$ cat src/rtl/draw_cmd_dispatcher.sv
// Draw-command sequencer: pops one FIFO word at a time, starts the matching engine,
// waits for its completion and owns the single VGA RAM write port.
module draw_cmd_dispatcher #(
    parameter int unsigned FF_DATA_WIDTH  = 32,
    parameter int unsigned VGA_ADDR_WIDTH = 19,
    parameter int unsigned COLOR_ID_WIDTH = 8,
    parameter int unsigned TIMEOUT_WIDTH  = 16
) (
    input  logic                        clk,
    input  logic                        rst,
    input  logic                        enb,
    input  logic                        ff_empty,
    output logic                        ff_rden,
    input  logic [FF_DATA_WIDTH-1:0]    ff_rdat,
    input  logic                        ff_rvld,
    output logic [FF_DATA_WIDTH-1:0]    eng_cmd,
    output logic [3:0]                  eng_vld,
    input  logic [3:0]                  eng_done,
    input  logic [4*VGA_ADDR_WIDTH-1:0] eng_addr,
    input  logic [4*COLOR_ID_WIDTH-1:0] eng_data,
    input  logic [3:0]                  eng_wren,
    output logic [VGA_ADDR_WIDTH-1:0]   addr,
    output logic [COLOR_ID_WIDTH-1:0]   data,
    output logic                        wren,
    output logic                        busy,
    output logic                        err_opcode,
    output logic                        err_timeout,
    output logic                        err_conflict,
    output logic [15:0]                 cmd_count
);
    localparam int unsigned NUM_ENG = 4;
    localparam int unsigned ENG_W   = 2;
    localparam int unsigned OP_W    = 4;
    localparam int unsigned CNT_W   = 16;

    typedef enum logic [1:0] {
        IDLE      = 2'd0,
        WAIT_DATA = 2'd1,
        ISSUE     = 2'd2,
        WAIT_DONE = 2'd3
    } state_t;

    state_t                     state;
    state_t                     next_state;
    logic                       fetch;
    logic [OP_W-1:0]            opcode;
    logic                       dec_ok;
    logic                       dec_full;
    logic [ENG_W-1:0]           dec_sel;
    logic [ENG_W-1:0]           sel;
    logic                       full;
    logic [ENG_W-1:0]           owner;
    logic [NUM_ENG-1:0]         owner_mask;
    logic [TIMEOUT_WIDTH-1:0]   wd;
    logic [TIMEOUT_WIDTH-1:0]   wd_next;
    logic                       wd_expire;
    logic                       done_hit;
    logic [VGA_ADDR_WIDTH-1:0]  addr_sl [NUM_ENG];
    logic [COLOR_ID_WIDTH-1:0]  data_sl [NUM_ENG];

    assign opcode     = ff_rdat[FF_DATA_WIDTH-1 -: OP_W];
    assign owner_mask = NUM_ENG'(1) << owner;
    assign done_hit   = eng_done[owner];
    assign wd_next    = wd + TIMEOUT_WIDTH'(1);
    assign wd_expire  = &wd_next;
    assign ff_rden    = fetch & rst;

    // Opcode map; for the rectangle/char engines bit 0 splits parameter loads from commands
    always_comb begin : decode
        dec_ok   = 1'b1;
        dec_full = 1'b1;
        dec_sel  = '0;
        case (opcode)
            4'h0: dec_sel = ENG_W'(0);
            4'h1: dec_sel = ENG_W'(1);
            4'h9: begin
                dec_sel  = ENG_W'(2);
                dec_full = ff_rdat[0];
            end
            4'hA: begin
                dec_sel  = ENG_W'(3);
                dec_full = ff_rdat[0];
            end
            default: dec_ok = 1'b0;
        endcase
    end

    always_comb begin : unpack_slices
        for (int unsigned i = 0; i < NUM_ENG; i++) begin
            addr_sl[i] = eng_addr[i*VGA_ADDR_WIDTH +: VGA_ADDR_WIDTH];
            data_sl[i] = eng_data[i*COLOR_ID_WIDTH +: COLOR_ID_WIDTH];
        end
    end

    always_ff @(posedge clk) begin : fsm_state
        if (!rst) begin
            state <= IDLE;
        end else begin
            state <= next_state;
        end
    end

    always_comb begin : fsm_next
        next_state = state;
        fetch      = 1'b0;
        case (state)
            IDLE: begin
                fetch = enb & ~ff_empty;
                if (fetch) begin
                    next_state = WAIT_DATA;
                end
            end
            WAIT_DATA: begin
                if (ff_rvld) begin
                    next_state = dec_ok ? ISSUE : IDLE;
                end
            end
            ISSUE: begin
                next_state = full ? WAIT_DONE : IDLE;
            end
            WAIT_DONE: begin
                if (done_hit || wd_expire) begin
                    next_state = IDLE;
                end
            end
            default: next_state = IDLE;
        endcase
    end

    // Command latch, start pulse, watchdog and status
    always_ff @(posedge clk) begin : ctrl_regs
        if (!rst) begin
            eng_cmd     <= '0;
            eng_vld     <= '0;
            sel         <= '0;
            full        <= 1'b0;
            owner       <= '0;
            wd          <= '0;
            busy        <= 1'b0;
            err_opcode  <= 1'b0;
            err_timeout <= 1'b0;
            cmd_count   <= '0;
        end else begin
            eng_vld <= '0;
            busy    <= (next_state != IDLE);
            if (state == WAIT_DATA && ff_rvld) begin
                eng_cmd <= ff_rdat;
                sel     <= dec_sel;
                full    <= dec_full;
                if (dec_ok) begin
                    eng_vld <= NUM_ENG'(1) << dec_sel;
                end else begin
                    err_opcode <= 1'b1;
                end
            end
            if (state == ISSUE) begin
                owner <= sel;
                wd    <= '0;
            end
            if (state == WAIT_DONE) begin
                wd <= wd_next;
                if (done_hit) begin
                    cmd_count <= cmd_count + CNT_W'(1);
                end else if (wd_expire) begin
                    err_timeout <= 1'b1;
                end
            end
        end
    end

    // RAM write port follows the owner in every state so trailing writes still land
    always_ff @(posedge clk) begin : wr_port
        if (!rst) begin
            wren         <= 1'b0;
            addr         <= '0;
            data         <= '0;
            err_conflict <= 1'b0;
        end else begin
            wren <= eng_wren[owner];
            if (eng_wren[owner]) begin
                addr <= addr_sl[owner];
                data <= data_sl[owner];
            end
            if ((eng_wren & ~owner_mask) != '0) begin
                err_conflict <= 1'b1;
            end
        end
    end

endmodule

$ cat config.mk
export PLATFORM = sky130hd
export DESIGN_NAME = draw_cmd_dispatcher
export DESIGN_NICKNAME = d
export VERILOG_FILES = /design/src/rtl/draw_cmd_dispatcher.sv
export SDC_FILE = /design/constraint.sdc
export NUM_CORES = 1
export LEC_CHECK = 0
export ABC_AREA = 1
export BUFFER_PORTS_ARGS = -buffer_cell sky130_fd_sc_hd__buf_2
export CAP_MARGIN = 20
export CORE_ASPECT_RATIO = 1.2
export CORE_UTILIZATION = 47
export CTS_BUF_LIST = sky130_fd_sc_hd__clkbuf_8 sky130_fd_sc_hd__clkbuf_16
export DETAILED_ROUTE_END_ITERATION = 10
export PLACE_DENSITY_LB_ADDON = 0.12
export SLEW_MARGIN = 20
export SYNTH_ARGS = -nofsm -noshare
export SYNTH_HDL_FRONTEND = slang
export SYNTH_SLANG_ARGS = --single-unit
$ cat constraint.sdc
create_clock -name clk -period 2.8 [get_ports clk]
set_input_delay 0.14 -clock clk [delete_from_list [all_inputs] [get_ports clk]]
set_output_delay 0.14 -clock clk [all_outputs]
set_load 0.01 [all_outputs]
==> flow_summary.yaml <==
outcome:
  status: "completed"
critical_path:
  r2r_setup_slack_ns: 0.84
  startpoint_type: "flop"
  worstSetupEndpointType: "flop"
  worstReg2RegEnd: "data[6]"
  arrival_ns: 2.20
  crit_end: "data[6]"
  path_max_fanout: 54
  r2r-start: "owner[0]"
  required_ns: 3.04
  path_class: "reg2reg"
  ff2ff_path_depth: 5
  crit_path_start: "owner[0]"
timing:
  tns_ns: 0
  hold_violations: 0
  setup_viol: 0
  timing.fmax_mhz: 509.9
  tightest_slew_ns: 0.9693
  rsz0062_at_grt: "false"
  relSlewSlack: 0.3531
  post-route-period-util: 0.7004
  final.setup_skew_ns: 0.007699
  period_minus_slack_ns: 1.961
  slew_violations: 0
logic_synthesis:
  synth_edf_count: 0
  synthTopCellsByArea: "dfxtp_1 (43%), nand2_1 (8.9%), nor2_1 (8.5%)"
  synth_area_per_cell_um2: 7.212
  synth.most_common_cell: "nand2_1"
  yosysTopAreaCell: "dfxtp_1"
  seq_area_frac_synth: 0.4305
  synth_common_cells: "nand2_1 (118), nor2_1 (113), dfxtp_1 (107)"
  synth_seq_cells: 107
  syn_area_um2: 4976
  syn_inst: 690
  synthesis.nets: 846
  async_flop_share: 0
  synth_top_area_frac: 0.4305
  synthFlopType: "dfxtp_1"
  ys.warnings.count: 0
  synth.distinct_cells: 34
cts:
  ctsHtreeMaxLevel: 3
  tritoncts: "built"
  ctsResizeCount: 0
  clockBufferDepth: 2
  numCtsBuffers: 9
  cts-root-buf: "clkbuf_16"
  post_cts_buffers: 0
  clkLatencyLatePin_ns: 0.35
  hold_buffers: 0
  cts.clk_slew.worst_paths_ns: 0.07
  cts_sinks: 107
power_and_ir_drop:
  clkPwrFrac: 0.387
  internal-power_mw: 2.377
  ir_drop_mv: 0.2901
  p_per_area_nw_per_um2: 492.2
  p_seq_frac: 0.501
  p_sw_frac: 0.2612
  combPwrFrac: 0.113
  p_switching_uw: 840.2
  p_leak_nw: 2.981
placed_design:
  placedCellCount: 1024
  io_buffers: 237
  hpwl_um: 11410
  gp_congestion: 0.9211
global_routing:
  first_global_vias: 5093
  grt_start_max_net_pins: 72
  grt_usage: 0.2777
  grt_pass1_wl_um: 23690
  grt-ovfl-total: 0
  antenna_found_initial: 2
floorplanning:
  die_h_um: 114.7
  die_w_um: 95.93
  initial_core_util: 0.4898
  ioPinCount: 238
  design.core.area_um2: 10160
  die_area_um2: 11000
  rows: 40
detailed_routing:
  wl_um: 15190
  drc: 0
  ant_nets: 0
  route.vias.total: 5581
  dr.pass1.iters: 5
  wire_per_inst_um: 14.58
  drt_iter0_markers: 274
  vias_per_cell: 5.356
finish:
  synthToLayoutAreaGrowth_pct: 31.36
  fill_cells: 937
  fin_nets: 1065
  fin_util: 0.6434
  layoutNonFillerInstCount: 1042
  drive_above_1_share: 0.3031
min_path:
  min_path_type: "in2reg"
job:
  cap_violations: 0
==> layer usage <==
layer,wire length (um),vias up,global-route usage
met2,7702,207,0.4719
met1,6184,2545,0.3333
met3,911,32,0.06441
met4,396,0,0.1174
li1,-,2797,-
met5,0,-,0
==> worst min path at each step <==
stage                            from          end  slack, ns  cells past startpoint
final                     ff_rdat[24]  eng_cmd[24]       0.01                      3
after global routing       ff_rdat[7]   eng_cmd[7]       0.02                      3
after CTS                 ff_rdat[24]  eng_cmd[24]      0.003                      3
after detailed placement  ff_rdat[24]  eng_cmd[24]       0.37                      3
after global placement    ff_rdat[19]  eng_cmd[19]       0.36                      3
after floorplan           ff_rdat[10]  eng_cmd[10]       0.27                      2
==> sequential cells by signal, summed over array words and instances (netlist names) <==
register and count:
eng_cmd 32, addr 19, cmd_count 16, wd 16, data 8, eng_vld 4, owner 2, sel 2
state 2, busy 1, err_conflict 1, err_opcode 1, err_timeout 1, full 1, wren 1
==> metrics by stage <==
| step | instance area (um2) | total power, mW | worst slack (ns) | hold slack, ns |
|---|---|---|---|---|
| 2_1_floorplan | 4976 | 1.804 | 1.145 | 0.2749 |
| 3_3_place_gp | 6240 | 1.998 | 0.9764 | 0.3617 |
| 3_5_place_dp | 6240 | 2.007 | 0.8347 | 0.3682 |
| 4_1_cts | 6531 | 3.243 | 0.8232 | 0.003436 |
| 5_1_grt | 6536 | 3.343 | 0.5542 | 0.01643 |
| 6_report | 6536 | 3.217 | 0.8389 | 0.01340 |
==> cell families (layout without fill, tap and decap cells) <==
family / count (synthesis) / in the layout / share of synthesized area
and+or+nand+nor: 287 / 287 / 0.2389
xor gates and xnor gates: 10 / 10 / 0.01760
DFF: 107 / 107 / 0.4305
AOI/OAI and AO/OA: 194 / 194 / 0.2366
adders and majority gates: 3 / 3 / 0.007544
other: 0 / 2 / 0
buffers and inverters: 89 / 313 / 0.06890
==> area by class of cell <==
cell class              count  area, um2  area share
repair buffers            245       1246      0.1907
flip-flops and latches    107       2142      0.3277
diodes                      2      5.005   0.0007657
clock inverters             7      66.31     0.01015
inverters                  52      195.2     0.02986
clock buffers               9      225.2     0.03446
well taps                 126      157.7     0.02412
multi-input cells         494       2499      0.3823
==> power groups by stage <==
stage | combinational [mW] | sequential (mW) | clock, mW
5_1_grt | 0.401 | 1.62 | 1.33
3_5_place_dp | 0.363 | 1.64 | 0
4_1_cts | 0.364 | 1.61 | 1.27
6_report | 0.363 | 1.61 | 1.24
2_1_floorplan | 0.135 | 1.67 | 0
3_3_place_gp | 0.356 | 1.64 | 0
==> placed cells by master, fill, tap and decap left out, types with 2 or more instances in the layout <==
cell type	instances
buf_2	237
nand2_1	118
nor2_1	112
dfxtp_1	107
o21ai_0	65
a22oi_1	54
inv_1	47
a21oi_1	40
nand3_1	23
a31oi_1	21
nand4_1	12
clkbuf_16	9
buf_4	8
xor2_1	7
nor2_2	6
a311oi_1	6
nor3_1	4
nor4_1	4
inv_2	3
nand2_2	3
xnor2_1	3
ha_1	3
inv_8	3
diode_2	2
clkinv_1	2
o21a_1	2
nor3_2	2
nand3b_1	2
clkinvlp_4	2
==> worst max-delay path, stage by stage, from the launching register on <==
cell	delay [ns]
dfxtp_1	0.38
nor2_2	0.34
a22oi_2	0.16
nand2_2	0.64
nor2_1	0.08
a311oi_1	0.24
Note: power is estimated with default switching activity, not from simulation.
